## src/rtl/vid_fetch_if.sv

```systemverilog
// SDRAM burst-read port of the video fetcher.
// The fetcher drives the master side; the memory controller the slave side.
interface vid_fetch_if #(
    parameter int ADDR_W = 24
);
    logic              mem_req;
    logic [ADDR_W-1:0] mem_addr;
    logic              mem_ack;
    logic [31:0]       mem_rdata;
    logic              mem_rvalid;

    modport master (
        output mem_req,
        output mem_addr,
        input  mem_ack,
        input  mem_rdata,
        input  mem_rvalid
    );

    modport slave (
        input  mem_req,
        input  mem_addr,
        output mem_ack,
        output mem_rdata,
        output mem_rvalid
    );
endinterface

```

## src/rtl/vid_fetch.sv

```systemverilog
// Framebuffer fetcher: SDRAM read bursts into a show-ahead word FIFO,
// one 32-bit word (two pixels) popped per req, restarted on vsync.
module vid_fetch #(
    parameter int ADDR_W      = 24,
    parameter int FRAME_WORDS = 153600,
    parameter int BURST_LEN   = 8,
    parameter int FIFO_DEPTH  = 64
) (
    input  logic                          clk,
    input  logic                          rst_n,
    input  logic                          ce,
    input  logic [ADDR_W-1:0]             fb_base,
    input  logic                          vsync,
    input  logic                          req,
    output logic [31:0]                   viddata,
    output logic                          underrun,
    output logic [$clog2(FIFO_DEPTH):0]   fifo_level,
    vid_fetch_if.master                   mem
);

    localparam int AW = $clog2(FIFO_DEPTH);
    localparam int LW = AW + 1;
    localparam int CW = $clog2(FRAME_WORDS + 1);
    localparam int BW = $clog2(BURST_LEN) + 1;

    localparam logic [LW-1:0]     LMAX  = LW'(FIFO_DEPTH - BURST_LEN);
    localparam logic [CW-1:0]     FW    = CW'(FRAME_WORDS);
    localparam logic [CW-1:0]     CBL   = CW'(BURST_LEN);
    localparam logic [BW-1:0]     BLAST = BW'(BURST_LEN - 1);
    localparam logic [ADDR_W-1:0] ABL   = ADDR_W'(BURST_LEN);

    typedef enum logic [1:0] {
        IDLE  = 2'd0,
        REQ   = 2'd1,
        DATA  = 2'd2,
        DRAIN = 2'd3
    } state_t;

    state_t state, nstate;

    logic              vsync_q;
    logic              fstart;
    logic              armed;
    logic              stale;
    logic              push;
    logic              pop;
    logic              last;
    logic              go;
    logic              acked;
    logic [ADDR_W-1:0] addr_ptr;
    logic [CW-1:0]     wcnt;
    logic [BW-1:0]     beat;
    logic [AW-1:0]     wptr;
    logic [AW-1:0]     rptr;
    logic [31:0]       fifo [FIFO_DEPTH];

    assign fstart = ce & vsync & ~vsync_q;
    assign acked  = (state == REQ) & mem.mem_ack;
    assign push   = (state == DATA) & mem.mem_rvalid & ~fstart;
    assign pop    = ce & req & (fifo_level != '0);
    assign last   = mem.mem_rvalid & (beat == BLAST);
    // The IDLE decision must not use the pointer being reloaded this cycle
    assign go     = armed & ~fstart & (wcnt < FW) & (fifo_level <= LMAX);

    always_ff @(posedge clk or negedge rst_n) begin
        if (!rst_n) begin
            vsync_q <= 1'b0;
        end else if (ce) begin
            vsync_q <= vsync;
        end
    end

    always_ff @(posedge clk or negedge rst_n) begin
        if (!rst_n) begin
            state <= IDLE;
        end else begin
            state <= nstate;
        end
    end

    always_comb begin
        nstate = state;
        unique case (state)
            IDLE:  if (go) nstate = REQ;
            REQ:   if (mem.mem_ack) nstate = (stale | fstart) ? DRAIN : DATA;
            DATA:  if (last) nstate = IDLE;
                   else if (fstart) nstate = DRAIN;
            DRAIN: if (last) nstate = IDLE;
            default: nstate = IDLE;
        endcase
    end

    always_comb begin
        mem.mem_req = (state == REQ);
    end

    // A burst acked after a frame restart belongs to the old frame and
    // must not advance the freshly loaded pointer or word count.
    always_ff @(posedge clk or negedge rst_n) begin
        if (!rst_n) begin
            addr_ptr     <= '0;
            wcnt         <= '0;
            armed        <= 1'b0;
            stale        <= 1'b0;
            beat         <= '0;
            mem.mem_addr <= '0;
        end else begin
            if (fstart) begin
                addr_ptr <= fb_base;
                wcnt     <= '0;
                armed    <= 1'b1;
            end else if (acked & ~stale) begin
                addr_ptr <= addr_ptr + ABL;
                wcnt     <= wcnt + CBL;
            end
            if (state == REQ && !mem.mem_ack) begin
                stale <= stale | fstart;
            end else begin
                stale <= 1'b0;
            end
            if (state == IDLE && go) begin
                mem.mem_addr <= addr_ptr;
            end
            if (acked) begin
                beat <= '0;
            end else if ((state == DATA || state == DRAIN) && mem.mem_rvalid) begin
                beat <= beat + BW'(1);
            end
        end
    end

    always_ff @(posedge clk or negedge rst_n) begin
        if (!rst_n) begin
            wptr       <= '0;
            rptr       <= '0;
            fifo_level <= '0;
            underrun   <= 1'b0;
        end else begin
            if (ce & req & (fifo_level == '0)) begin
                underrun <= 1'b1;
            end
            if (fstart) begin
                wptr       <= '0;
                rptr       <= '0;
                fifo_level <= '0;
            end else begin
                if (push) wptr <= wptr + AW'(1);
                if (pop)  rptr <= rptr + AW'(1);
                unique case ({push, pop})
                    2'b10:   fifo_level <= fifo_level + LW'(1);
                    2'b01:   fifo_level <= fifo_level - LW'(1);
                    default: fifo_level <= fifo_level;
                endcase
            end
        end
    end

    always_ff @(posedge clk) begin
        if (push) fifo[wptr] <= mem.mem_rdata;
    end

    assign viddata = (fifo_level != '0) ? fifo[rptr] : 32'h0;

endmodule

```

## src/flat_wrapper.sv

```systemverilog
// flat-port wrapper written by rule: the top's interface ports become plain ports
module vid_fetch_flat 
#(
    parameter int ADDR_W      = 24,
    parameter int FRAME_WORDS = 153600,
    parameter int BURST_LEN   = 8,
    parameter int FIFO_DEPTH  = 64
)
  (clk, rst_n, ce, fb_base, vsync, req, viddata, underrun, fifo_level, mem_mem_req, mem_mem_addr, mem_mem_ack, mem_mem_rdata, mem_mem_rvalid);
  vid_fetch_if #(.ADDR_W(ADDR_W)) mem_i ();
  input  logic clk;
  input  logic rst_n;
  input  logic ce;
  input  logic [ADDR_W-1:0] fb_base;
  input  logic vsync;
  input  logic req;
  output logic [31:0] viddata;
  output logic underrun;
  output logic [$clog2(FIFO_DEPTH):0] fifo_level;
  output wire logic [$bits(mem_i.mem_req)-1:0] mem_mem_req;
  output wire logic [$bits(mem_i.mem_addr)-1:0] mem_mem_addr;
  input wire logic [$bits(mem_i.mem_ack)-1:0] mem_mem_ack;
  input wire logic [$bits(mem_i.mem_rdata)-1:0] mem_mem_rdata;
  input wire logic [$bits(mem_i.mem_rvalid)-1:0] mem_mem_rvalid;
  assign mem_mem_req = mem_i.mem_req;
  assign mem_mem_addr = mem_i.mem_addr;
  assign mem_i.mem_ack = mem_mem_ack;
  assign mem_i.mem_rdata = mem_mem_rdata;
  assign mem_i.mem_rvalid = mem_mem_rvalid;
  vid_fetch #(.ADDR_W(ADDR_W), .FRAME_WORDS(FRAME_WORDS), .BURST_LEN(BURST_LEN), .FIFO_DEPTH(FIFO_DEPTH)) u_core (.clk(clk), .rst_n(rst_n), .ce(ce), .fb_base(fb_base), .vsync(vsync), .req(req), .viddata(viddata), .underrun(underrun), .fifo_level(fifo_level), .mem(mem_i));
endmodule
```

## config.mk

```make
export PLATFORM = sky130hd
export DESIGN_NAME = vid_fetch_flat
export DESIGN_NICKNAME = d
export VERILOG_FILES = /design/src/rtl/vid_fetch_if.sv /design/src/rtl/vid_fetch.sv /design/src/flat_wrapper.sv
export SDC_FILE = /design/constraint.sdc
export NUM_CORES = 2
export LEC_CHECK = 0
export CORE_UTILIZATION = 55
export CTS_BUF_LIST = sky130_fd_sc_hd__clkbuf_2 sky130_fd_sc_hd__clkbuf_4 sky130_fd_sc_hd__clkbuf_8
export CTS_CLUSTER_SIZE = 14
export DETAILED_ROUTE_END_ITERATION = 6
export GPL_ROUTABILITY_DRIVEN = 0
export PLACE_DENSITY = 0.74
export SYNTH_ARGS = -nofsm -noshare
export SYNTH_HDL_FRONTEND = slang
export SYNTH_SLANG_ARGS = --single-unit
export TNS_END_PERCENT = 10
```

## constraint.sdc

```tcl
create_clock -name clk -period 5.1 [get_ports clk]
set_input_delay 1.02 -clock clk [delete_from_list [all_inputs] [get_ports clk]]
set_output_delay 1.02 -clock clk [all_outputs]
set_load 0.01 [all_outputs]
```

==> impl_metrics.csv <==
group,metric,value,unit
run_status,outcome,"finished with violations",
run_status,violations,"negative setup slack",
synth,async_flop_share,0.0430,
synth,synth_area_leaders,"edfxtp_1 (74%), mux4_2 (13%), mux2i_1 (2.9%)",
timing,slew_headroom,0.120,
global_routing,grt_usage,0.290,
layout,drive_gt1_frac,0.306,
setup_path,critPathRequiredTime,4.08,ns
floorplan,start_util,0.556,
synth,syn_nets,3938,
layout,nNetsFinal,4404,
floorplan,die_area,0.153,mm2
synth,synth-edff-count,2048,
global_routing,grt_pass1_vias,43100,
clock_network,insertion_delay,1.02,ns
pwr,power_frac_clock,0.299,
global_routing,antenna_found_initial,11,
pwr,seqPwrFrac,0.423,
job,maxCapViolCount,0,
floorplan,ioPinCount,128,
placement,dpl.hpwl,118,mm
pwr,switchingPower,13600,uW
floorplan,die_y,391,um
clock_network,cts_sinks,2140,
synth,seq_area_frac_synth,0.765,
timing,finalSetupViolCount,4,
timing,finalCritPeriodShare,1.01,
timing,final.min_clock_period,5.16,ns
pwr,p_int,33400,uW
clock_network,cts_max_level,5,
routing,drc_errors,0,
synth,syn_inst,3866,
timing,maxSlewViolCount,0,
clock_network,ctsRootBufferMaster,"clkbuf_8",
timing,setup_slack,-0.0643,ns
layout,synthToLayoutAreaGrowth,14.8,%
setup_path,worstSetupEndpointType,"output port",
placement,numPortBuffers,127,
hold_path,min_path_type,"in -> async",
pwr,power_leakage,0.0308,uW
layout,fill_cells,9738,
synth,post_synth.cell_area_avg,21.6,um2
layout,multi_input_area,0.0190,mm2
floorplan,die_w,391,um
global_routing,grt_max_degree,81,
synth,ys_ff_latch,2140,
timing,tightest_slew,1.32,ns
clock_network,cts_inserted_buffers,344,
global_routing,gr-total-overflow,0,
pwr,vdd.ir_drop.worst,0.289,mV
setup_path,cp-start-kind,"flip-flop",
setup_path,arrival,4.14,ns
setup_path,crit_fanout,8,
routing,drtPass1Iterations,5,
routing,wl,221,mm
pwr,p_total,46900,uW
timing,fmax,194,MHz
synth,synth_area,0.0834,mm2
global_routing,grt_pass1_wl,310,mm
pwr,comb_power_share,0.278,
routing,vias_per_cell,6.62,
routing,vias,43600,
timing,rsz0062_at_grt,"yes",
synth,synth_top_area_frac,0.737,
layout,seq_area,0.0638,mm2
clock_network,clock_path_buffers,4,
clock_network,holdBufCountCts,0,
synth,synth.distinct_cells,66,
timing,worst_clock_skew,0.0585,ns
timing,final_hold_viol_count,0,
clock_network,clkTransAtPathRegs,0.06,ns
synth,yosysTopAreaCell,"edfxtp_1",
pwr,switching_share,0.289,
synth,synthFlopType,"edfxtp_1",
routing,wl_per_cell,33.5,um
floorplan,std_cell_rows,142,
routing,ant_nets,0,
floorplan,coreArea,0.150,mm2
layout,design_area,0.0957,mm2
setup_path,crit_type,"reg -> out",
synth,ys_warn_count,0,
placement,place_area,0.0884,mm2
routing,drtIter0Drc,5614,
pwr,power.density,490,mW/mm2
clock_network,cts_tree,"yes",
-- synthesized netlist by cell type (4+ instances only) --
cell / count
edfxtp_1: 2048
mux4_2: 483
mux2i_1: 242
nor2_1: 106
nand2_1: 104
dfrtp_1: 92
a22oi_1: 80
buf_2: 67
clkbuf_1: 62
o21ai_0: 60
mux2_2: 58
a21oi_1: 54
nand3_1: 39
xor2_1: 33
buf_4: 28
buf_6: 23
o22ai_1: 21
nand2b_1: 20
buf_1: 17
nor2b_1: 16
xnor2_1: 16
a221oi_1: 15
a211oi_1: 12
nor3_1: 12
and3_1: 11
nand4_1: 11
buf_8: 10
a22o_1: 9
and2_1: 9
ha_1: 9
o211ai_1: 8
or3_1: 8
nor4_1: 6
a211o_1: 5
a31oi_1: 5
inv_1: 5
o221ai_1: 5
and3b_1: 4
buf_12: 4
or2_2: 4
-- sequential cells by signal, indices dropped and copies added (netlist names), 2 cells and up --
signal,count
u_core.addr_ptr,24
u_core.beat,4
u_core.fifo,2048
u_core.fifo_level,7
u_core.mem.mem_addr,24
u_core.rptr,6
u_core.state,2
u_core.wcnt,15
u_core.wptr,6
-- worst max-delay path, stage by stage (launching register included) --
cell	delay, ns
dfrtp_4	0.59
buf_12	0.19
buf_4	0.14
nor2b_1	0.23
a22oi_1	0.21
a21oi_1	0.11
nor4_1	0.45
o21ai_0	0.29
nor2_2	0.33
clkdlybuf4s50_1	0.61
-- power groups by stage --
stage                     clock, uW  sequential [uW]  combinational (uW)
after floorplan                   0            20100                8160
after global placement            0            20300               11900
after detailed placement          0            20300               12000
after CTS                     14200            19900               12800
after global routing          14900            19900               13700
final                         14000            19900               13000
-- final timing paths --
| kind | slack [ns] | end | cells after the start | startpoint |
|---|---|---|---|---|
| max | -0.06 | viddata[3] | 9 | u_core.rptr[2] |
| min | 0.08 | u_core.mem.mem_addr[6] | 1 | rst_n |
| max reg2reg | 1.44 | u_core.fifo_level[6] | 12 | u_core.fifo_level[3] |
| min reg2reg | 0.47 | u_core.armed | 1 | u_core.armed |
| max in group asynchronous | 3.97 | u_core.rptr[3] | 2 | rst_n |
| min in group clk | 0.47 | u_core.armed | 1 | u_core.armed |
-- cells by family (layout without fill, tap and decap cells) --
| kind of cell | count (synthesis) | count (layout) | synth area share |
|---|---|---|---|
| DFF | 2140 | 2140 | 0.765 |
| muxes | 786 | 786 | 0.168 |
| and+or+nand+nor | 365 | 365 | 0.0208 |
| AOI/OAI and AO/OA | 300 | 300 | 0.0240 |
| buffers and inverters | 217 | 920 | 0.0162 |
| xor gates and xnor gates | 49 | 49 | 0.00514 |
| adders and majority gates | 9 | 9 | 0.00135 |
| other | 0 | 7 | 0 |
-- cell usage in the layout, fill, tap and decap left out, drive strengths merged, types with 10 or more instances in the layout --
cell type      Yosys  final
nor2             106    106
nor2b             16     16
and3              11     11
clkbuf            62    457
nor3              13     13
mux4             483    483
dfrtp             92     92
clkinv             1    111
nand2b            20     20
edfxtp          2048   2048
mux2              61     61
o22ai             21     21
nand3             39     39
a21oi             54     54
clkdlybuf4s50      0     84
a221oi            15     15
xnor2             16     16
nand2            105    105
a22oi             80     80
nand4             11     11
a211oi            12     12
mux2i            242    242
and2              10     10
o21ai             60     60
xor2              33     33
buf              149    229
-- through the flow --
step / util / setup TNS (ns) / hold WS (ns) / setup slack (ns) / instances
floorplan: - / -9.16 / 0.434 / -0.286 / 3866
global placement: 0.589 / 0 / 0.455 / 0.628 / 5967
detailed placement: 0.589 / 0 / 0.458 / 0.672 / 5967
CTS: 0.635 / -1.27 / 0.0384 / -0.132 / 6570
global route: 0.638 / -0.971 / 0.109 / -0.133 / 6589
finish: 0.638 / -0.129 / 0.0819 / -0.0643 / 6592
-- final cells by class --
cell class | count | area share
clock inverter | 126 | 0.00780
multi-input combinational | 1509 | 0.198
inverter | 6 | 0.000314
antenna | 7 | 0.000183
clock buffer | 457 | 0.0588
sequential | 2140 | 0.667
timing repair buffer | 331 | 0.0416
tap | 2016 | 0.0263
-- metal layers --
layer,vias up,part of all wire,global-route usage
met5,-,0.00014,0
met4,4,0.044,0.121
met3,568,0.12,0.0705
met2,2993,0.47,0.446
met1,22900,0.37,0.402
li1,17100,-,-
-- what timing repair did --
item	4_1_cts	5_1_grt
cloned	9	0
hold endpoints to repair	0	0
buffers inserted	11	15
resized for setup	54	37
setup endpoints to repair	32	24
pin swaps	0	3
Power figures use the tool's default switching activity.
